`src/rtl/dmem_arbiter_pkg.sv`:
```
// Shared encodings, FSM state type and lane helpers for the data-memory arbiter.
package dmem_arbiter_pkg;

    localparam logic [1:0] SZ_BYTE = 2'b00;
    localparam logic [1:0] SZ_HALF = 2'b01;
    localparam logic [1:0] SZ_WORD = 2'b10;
    localparam logic [1:0] SZ_RSVD = 2'b11;

    typedef enum logic [1:0] {
        ST_IDLE     = 2'd0,
        ST_ACCESS   = 2'd1,
        ST_MERGE_WR = 2'd2,
        ST_RESP     = 2'd3
    } dmem_state_e;

    function automatic logic [31:0] lane_extract(
        input logic [31:0] word,
        input logic [1:0]  addr_lo,
        input logic [1:0]  size,
        input logic        is_unsigned
    );
        logic [7:0]  b;
        logic [15:0] h;
        logic [31:0] r;
        b = word[{addr_lo, 3'b000} +: 8];
        h = word[{addr_lo[1], 4'b0000} +: 16];
        case (size)
            SZ_BYTE: r = is_unsigned ? {24'h0, b} : {{24{b[7]}}, b};
            SZ_HALF: r = is_unsigned ? {16'h0, h} : {{16{h[15]}}, h};
            default: r = word;
        endcase
        return r;
    endfunction

    function automatic logic [31:0] lane_merge(
        input logic [31:0] word,
        input logic [1:0]  addr_lo,
        input logic [1:0]  size,
        input logic [31:0] wdata
    );
        logic [31:0] r;
        r = word;
        case (size)
            SZ_BYTE: r[{addr_lo, 3'b000} +: 8]    = wdata[7:0];
            SZ_HALF: r[{addr_lo[1], 4'b0000} +: 16] = wdata[15:0];
            default: r = wdata;
        endcase
        return r;
    endfunction

endpackage

```
`src/rtl/dmem_arbiter_if.sv`:
```
// Requester and memory-side bus of the data-memory arbiter.
interface dmem_arbiter_if;

    logic [1:0]  req_valid;
    logic [1:0]  req_we;
    logic [1:0]  req_size0;
    logic [1:0]  req_size1;
    logic [1:0]  req_unsigned;
    logic [31:0] req_addr0;
    logic [31:0] req_addr1;
    logic [31:0] req_wdata0;
    logic [31:0] req_wdata1;
    logic [1:0]  done;
    logic        err;
    logic [31:0] rdata;
    logic        mem_read;
    logic        mem_write;
    logic [31:0] mem_addr;
    logic [31:0] mem_wdata;
    logic [31:0] mem_rdata;

    modport slave (
        input  req_valid, req_we, req_size0, req_size1, req_unsigned,
               req_addr0, req_addr1, req_wdata0, req_wdata1, mem_rdata,
        output done, err, rdata, mem_read, mem_write, mem_addr, mem_wdata
    );

    modport master (
        output req_valid, req_we, req_size0, req_size1, req_unsigned,
               req_addr0, req_addr1, req_wdata0, req_wdata1, mem_rdata,
        input  done, err, rdata, mem_read, mem_write, mem_addr, mem_wdata
    );

endinterface

```
`src/rtl/dmem_arbiter_rr_arb.sv`:
```
// Two-way round-robin grant; last_grant resets to 1 so the first contended grant is port 0.
module dmem_rr_arb (
    input  logic       clk,
    input  logic       rst_n,
    input  logic [1:0] req,
    input  logic       grant_en,
    output logic       gnt_valid,
    output logic       gnt_port
);

    logic last_grant_q;
    logic last_grant_d;

    always_comb begin
        gnt_valid    = |req;
        gnt_port     = 1'b0;
        last_grant_d = last_grant_q;
        case (req)
            2'b01:   gnt_port = 1'b0;
            2'b10:   gnt_port = 1'b1;
            2'b11:   gnt_port = ~last_grant_q;
            default: gnt_port = 1'b0;
        endcase
        if (grant_en && gnt_valid) begin
            last_grant_d = gnt_port;
        end
    end

    always_ff @(posedge clk or negedge rst_n) begin
        if (!rst_n) begin
            last_grant_q <= 1'b1;
        end else begin
            last_grant_q <= last_grant_d;
        end
    end

endmodule

```
`src/rtl/dmem_arbiter.sv`:
```
// Arbiter/sequencer in front of a word-only single-port data memory.
// state       | meaning
// ST_IDLE     | waiting for a request, grant and latch fields
// ST_ACCESS   | error check, load, word store, or RMW read
// ST_MERGE_WR | write back merged word of a sub-word store
// ST_RESP     | one-cycle done pulse with err/rdata
module dmem_arbiter
    import dmem_arbiter_pkg::*;
#(
    parameter int DEPTH_LOG2 = 8
) (
    input  logic           clk,
    input  logic           rst_n,
    dmem_arbiter_if.slave  bus
);

    localparam logic [31:0] ADDR_LIMIT = 32'd4 << DEPTH_LOG2;

    dmem_state_e state_q, state_d;
    logic        port_q, port_d;
    logic        we_q, we_d;
    logic [1:0]  size_q, size_d;
    logic        uns_q, uns_d;
    logic [31:0] addr_q, addr_d;
    logic [31:0] wdata_q, wdata_d;
    logic [31:0] merge_q, merge_d;
    logic [31:0] rdata_q, rdata_d;
    logic        err_q, err_d;

    logic        gnt_valid;
    logic        gnt_port;
    logic        acc_err;
    logic        mem_read;
    logic        mem_write;
    logic [31:0] mem_wdata;

    dmem_rr_arb u_rr_arb (
        .clk       (clk),
        .rst_n     (rst_n),
        .req       (bus.req_valid),
        .grant_en  (state_q == ST_IDLE),
        .gnt_valid (gnt_valid),
        .gnt_port  (gnt_port)
    );

    // Evaluated only on latched fields so requester changes after grant are invisible.
    assign acc_err = ((size_q == SZ_HALF) && addr_q[0])
                   || ((size_q == SZ_WORD) && (addr_q[1:0] != 2'b00))
                   || (size_q == SZ_RSVD)
                   || (addr_q >= ADDR_LIMIT);

    always_comb begin
        state_d   = state_q;
        port_d    = port_q;
        we_d      = we_q;
        size_d    = size_q;
        uns_d     = uns_q;
        addr_d    = addr_q;
        wdata_d   = wdata_q;
        merge_d   = merge_q;
        rdata_d   = rdata_q;
        err_d     = err_q;
        mem_read  = 1'b0;
        mem_write = 1'b0;
        mem_wdata = 32'h0;

        case (state_q)
            ST_IDLE: begin
                if (gnt_valid) begin
                    port_d  = gnt_port;
                    we_d    = bus.req_we[gnt_port];
                    uns_d   = bus.req_unsigned[gnt_port];
                    size_d  = gnt_port ? bus.req_size1  : bus.req_size0;
                    addr_d  = gnt_port ? bus.req_addr1  : bus.req_addr0;
                    wdata_d = gnt_port ? bus.req_wdata1 : bus.req_wdata0;
                    rdata_d = 32'h0;
                    err_d   = 1'b0;
                    state_d = ST_ACCESS;
                end
            end
            ST_ACCESS: begin
                if (acc_err) begin
                    err_d   = 1'b1;
                    rdata_d = 32'h0;
                    state_d = ST_RESP;
                end else if (!we_q) begin
                    mem_read = 1'b1;
                    rdata_d  = lane_extract(bus.mem_rdata, addr_q[1:0], size_q, uns_q);
                    state_d  = ST_RESP;
                end else if (size_q == SZ_WORD) begin
                    mem_write = 1'b1;
                    mem_wdata = wdata_q;
                    state_d   = ST_RESP;
                end else begin
                    mem_read = 1'b1;
                    merge_d  = lane_merge(bus.mem_rdata, addr_q[1:0], size_q, wdata_q);
                    state_d  = ST_MERGE_WR;
                end
            end
            ST_MERGE_WR: begin
                mem_write = 1'b1;
                mem_wdata = merge_q;
                state_d   = ST_RESP;
            end
            ST_RESP: begin
                state_d = ST_IDLE;
            end
            default: begin
                state_d = ST_IDLE;
            end
        endcase
    end

    always_ff @(posedge clk or negedge rst_n) begin
        if (!rst_n) begin
            state_q <= ST_IDLE;
            port_q  <= 1'b0;
            we_q    <= 1'b0;
            size_q  <= 2'b00;
            uns_q   <= 1'b0;
            addr_q  <= 32'h0;
            wdata_q <= 32'h0;
            merge_q <= 32'h0;
            rdata_q <= 32'h0;
            err_q   <= 1'b0;
        end else begin
            state_q <= state_d;
            port_q  <= port_d;
            we_q    <= we_d;
            size_q  <= size_d;
            uns_q   <= uns_d;
            addr_q  <= addr_d;
            wdata_q <= wdata_d;
            merge_q <= merge_d;
            rdata_q <= rdata_d;
            err_q   <= err_d;
        end
    end

    assign bus.done      = (state_q == ST_RESP) ? (port_q ? 2'b10 : 2'b01) : 2'b00;
    assign bus.err       = (state_q == ST_RESP) && err_q;
    assign bus.rdata     = (state_q == ST_RESP) ? rdata_q : 32'h0;
    assign bus.mem_read  = mem_read;
    assign bus.mem_write = mem_write;
    assign bus.mem_addr  = {addr_q[31:2], 2'b00};
    assign bus.mem_wdata = mem_wdata;

endmodule

```
`src/flat_wrapper.sv`:
```
// flat-port wrapper written by rule: the top's interface ports become plain ports
module dmem_arbiter_flat import dmem_arbiter_pkg::*;
#(
    parameter int DEPTH_LOG2 = 8
)
  (clk, rst_n, bus_req_valid, bus_req_we, bus_req_size0, bus_req_size1, bus_req_unsigned, bus_req_addr0, bus_req_addr1, bus_req_wdata0, bus_req_wdata1, bus_mem_rdata, bus_done, bus_err, bus_rdata, bus_mem_read, bus_mem_write, bus_mem_addr, bus_mem_wdata);
  dmem_arbiter_if bus_i ();
  input  logic clk;
  input  logic rst_n;
  input wire logic [$bits(bus_i.req_valid)-1:0] bus_req_valid;
  input wire logic [$bits(bus_i.req_we)-1:0] bus_req_we;
  input wire logic [$bits(bus_i.req_size0)-1:0] bus_req_size0;
  input wire logic [$bits(bus_i.req_size1)-1:0] bus_req_size1;
  input wire logic [$bits(bus_i.req_unsigned)-1:0] bus_req_unsigned;
  input wire logic [$bits(bus_i.req_addr0)-1:0] bus_req_addr0;
  input wire logic [$bits(bus_i.req_addr1)-1:0] bus_req_addr1;
  input wire logic [$bits(bus_i.req_wdata0)-1:0] bus_req_wdata0;
  input wire logic [$bits(bus_i.req_wdata1)-1:0] bus_req_wdata1;
  input wire logic [$bits(bus_i.mem_rdata)-1:0] bus_mem_rdata;
  output wire logic [$bits(bus_i.done)-1:0] bus_done;
  output wire logic [$bits(bus_i.err)-1:0] bus_err;
  output wire logic [$bits(bus_i.rdata)-1:0] bus_rdata;
  output wire logic [$bits(bus_i.mem_read)-1:0] bus_mem_read;
  output wire logic [$bits(bus_i.mem_write)-1:0] bus_mem_write;
  output wire logic [$bits(bus_i.mem_addr)-1:0] bus_mem_addr;
  output wire logic [$bits(bus_i.mem_wdata)-1:0] bus_mem_wdata;
  assign bus_i.req_valid = bus_req_valid;
  assign bus_i.req_we = bus_req_we;
  assign bus_i.req_size0 = bus_req_size0;
  assign bus_i.req_size1 = bus_req_size1;
  assign bus_i.req_unsigned = bus_req_unsigned;
  assign bus_i.req_addr0 = bus_req_addr0;
  assign bus_i.req_addr1 = bus_req_addr1;
  assign bus_i.req_wdata0 = bus_req_wdata0;
  assign bus_i.req_wdata1 = bus_req_wdata1;
  assign bus_i.mem_rdata = bus_mem_rdata;
  assign bus_done = bus_i.done;
  assign bus_err = bus_i.err;
  assign bus_rdata = bus_i.rdata;
  assign bus_mem_read = bus_i.mem_read;
  assign bus_mem_write = bus_i.mem_write;
  assign bus_mem_addr = bus_i.mem_addr;
  assign bus_mem_wdata = bus_i.mem_wdata;
  dmem_arbiter #(.DEPTH_LOG2(DEPTH_LOG2)) u_core (.clk(clk), .rst_n(rst_n), .bus(bus_i));
endmodule
```
`config.mk`:
```
export PLATFORM = sky130hd
export DESIGN_NAME = dmem_arbiter_flat
export DESIGN_NICKNAME = d
export VERILOG_FILES = /design/src/rtl/dmem_arbiter_pkg.sv /design/src/rtl/dmem_arbiter_if.sv /design/src/rtl/dmem_arbiter_rr_arb.sv /design/src/rtl/dmem_arbiter.sv /design/src/flat_wrapper.sv
export SDC_FILE = /design/constraint.sdc
export NUM_CORES = 1
export LEC_CHECK = 0
export ABC_CLOCK_PERIOD_IN_PS = 5500
export CAP_MARGIN = 30
export CORE_UTILIZATION = 51
export DETAILED_ROUTE_END_ITERATION = 12
export PLACE_DENSITY = 0.85
export SLEW_MARGIN = 10
export SYNTH_ARGS = -nofsm -noshare
export SYNTH_HDL_FRONTEND = slang
export SYNTH_SLANG_ARGS = --single-unit
```
`constraint.sdc`:
```
create_clock -name clk -period 5.5 [get_ports clk]
set_input_delay 0.825 -clock clk [delete_from_list [all_inputs] [get_ports clk]]
set_output_delay 0.825 -clock clk [all_outputs]
set_load 0.005 [all_outputs]
```
==> results.sh <==
export IMPL_syn_to_final_growth_pct=37.5
export IMPL_gp_congestion=0.911
export IMPL_synthDistinctLibCells=46
export IMPL_status="completed"
export IMPL_htreeDepth=4
export IMPL_setup_violations_final=0
export IMPL_cts_resized=0
export IMPL_antenna_found_initial=1
export IMPL_root_buffer="clkbuf_16"
export IMPL_crit_required_ns=4.68
export IMPL_synth_ff_type="dfrtp_1"
export IMPL_end_kind="output pin"
export IMPL_dr_pass1_iters=5
export IMPL_ys_seq_elements=137
export IMPL_drc=0
export IMPL_synth_area_per_cell_um2=10.0
export IMPL_grt_pass1_vias=7167
export IMPL_hold_viol_final=0
export IMPL_grt_use_total_pct=32.0
export IMPL_vias=7444
export IMPL_numCtsBuffers=17
export IMPL_core_area_um2=16000
export IMPL_drt_first_iter_violations=756
export IMPL_yosysMostFrequentCell="dfrtp_1"
export IMPL_start_util_pct=52.8
export IMPL_hp_class="in2async"
export IMPL_async_reset_ff_share_pct=100
export IMPL_tightest_slew_ns=0.860
export IMPL_cts_tree="yes"
export IMPL_die_area_um2=17100
export IMPL_final_nets=1224
export IMPL_wl_per_cell_um=21.1
export IMPL_cts_setup_buffers=0
export IMPL_synthCells=842
export IMPL_path_clk_slew_ns=0.06
export IMPL_setup_tns_final_ns=0
export IMPL_drt_wl_total_um=26900
export IMPL_grt_pass1_wl_um=40100
export IMPL_start_kind="flip-flop"
export IMPL_arrival_ns=3.64
export IMPL_grt_overflow=0
export IMPL_max_cap_violations=0
export IMPL_place_hpwl_um=19800
export IMPL_ant_nets=0
export IMPL_yosys_area_top_type_share_pct=40.3
export IMPL_grt_max_degree=87
export IMPL_clock_sinks=137
export IMPL_synth_common_cells="dfrtp_1 (136), nand2_1 (114), o21ai_0 (96)"
export IMPL_timing_slew_headroom_pct=42.7
export IMPL_yosys_warnings=0
export IMPL_clockBufferDepth=2
export IMPL_fmax_mhz=224
export IMPL_postPlaceCellArea_um2=11000
export IMPL_fp_dieH_um=131
export IMPL_fin_worst_skew_ns=0.0113
export IMPL_drive_gt1_share_pct=8.99
export IMPL_fin_crit_ns=4.47
export IMPL_slew_violations=0
export IMPL_port_buffer_count=270
export IMPL_post_drt_via_cell_ratio=5.84
export IMPL_grt_setup_unrepaired="no"
export IMPL_final_seq_area_um2=3430
export IMPL_powerDensity_nw_per_um2=436
export IMPL_reg2reg_slack_ns=2.53
export IMPL_leakage_nw=4.96
export IMPL_synth_edf_count=0
export IMPL_period_share_pct=81.2
export IMPL_std_cell_rows=46
export IMPL_syn_cell_area_um2=8440
export IMPL_fin_area_um2=11600
export IMPL_critPathKind="reg2out"
export IMPL_cts_hold_buf=0
export IMPL_multiInputGateArea_um2=4420
export IMPL_cp_max_fo=32
export IMPL_fillers=1178
export IMPL_yosysSeqAreaShare_pct=40.6
export IMPL_floorplan_die_width_um=131
export IMPL_ios=273
export IMPL_irDropWorstVdd_uv=305
export IMPL_yosysTopAreaCell="dfrtp_1"
export IMPL_synth_area_leaders="dfrtp_1 (40%), mux2i_1 (10%), o21ai_0 (5.7%)"
export IMPL_clk_latency_ns=0.42
==> critical path, cell delays in order (launching register included) <==
cell	delay (ns)
dfrtp_1	0.36
buf_4	0.21
inv_1	0.16
ha_1	0.28
inv_1	0.13
a2111oi_4	0.37
and4_4	0.31
and3_2	0.63
a22o_1	0.24
clkdlybuf4s50_1	0.51
==> metrics by stage <==
step | total power [mW] | hold WS, ns | std cells | setup slack (ns) | utilization [%]
finish | 5.06 | 0.432 | 1274 | 1.03 | 72.5
global route | 5.33 | 0.495 | 1274 | 0.873 | 72.5
CTS | 5.03 | 0.483 | 1273 | 1.03 | 72.5
detailed placement | 3.78 | 0.470 | 1241 | 1.51 | 68.5
global placement | 3.69 | 0.465 | 1240 | 1.70 | 68.3
floorplan | 3.04 | 0.449 | 843 | 2.22 | -
==> path summary, 6_finish.rpt <==
| check | startpoint | end | cells past startpoint |
|---|---|---|---|
| worst max register to register | u_core.addr_q[0] | u_core.merge_q[1] | 8 |
| min in group clk | u_core.addr_q[3] | u_core.addr_q[3] | 2 |
| worst min-delay path | rst_n | u_core.wdata_q[19] | 1 |
| max in group asynchronous | rst_n | u_core.err_q | 2 |
| worst max-delay path | u_core.addr_q[0] | bus_mem_wdata[3] | 9 |
| worst min register to register | u_core.addr_q[3] | u_core.addr_q[3] | 2 |
==> kinds of logic after synthesis <==
family                     after synthesis  share of synthesized area (%)
buffers and inverters                  106                           7.31
and+or+nand+nor                        222                           13.1
DFF                                    137                           40.6
muxes                                  126                           18.1
other                                    1                         0.0444
AOI/OAI and AO/OA                      242                           19.6
adders and majority gates                8                           1.19
==> flip-flops by register name, indices dropped and copies added (netlist names) <==
signal,flops
u_core.we_q,1
u_core.u_rr_arb.last_grant_q,1
u_core.uns_q,1
u_core.size_q,2
u_core.merge_q,32
u_core.rdata_q,32
u_core.wdata_q,32
u_core.port_q,1
u_core.state_q,2
u_core.err_q,1
u_core.addr_q,32
==> layout by cell type, fill, tap and decap left out, drive strengths merged, types with 32 or more instances in the layout <==
master,count
mux2i,84
a21oi,32
nor2b,35
and2,35
a22o,41
clkdlybuf4s50,269
o21ai,96
nand2,114
mux2,33
dfrtp,136
o2bb2ai,32
==> metal layers <==
metal / vias up / track usage (%) / wire [µm]
met3: 58 / 7.86 / 2660
li1: 3429 / - / -
met2: 395 / 52.0 / 13000
met4: 0 / 12.7 / 697
met5: - / 0 / 0
met1: 3562 / 41.0 / 10600
==> power by group <==
part	switching [mW]	internal [mW]	total (mW)
Sequential	0.356	1.28	1.63
Combinational	1.23	0.971	2.20
Clock	0.452	0.776	1.23
==> area by class of cell <==
class                      count  share of cell area, %
antenna                        1                 0.0216
clock buffer                  19                   3.82
clock inverter                13                   1.67
inverter                       8                  0.259
multi-input combinational    600                   38.1
sequential                   137                   29.6
tap                          216                   2.33
timing repair buffer         280                   24.2
No activity file was read; power rests on OpenSTA's default activity.
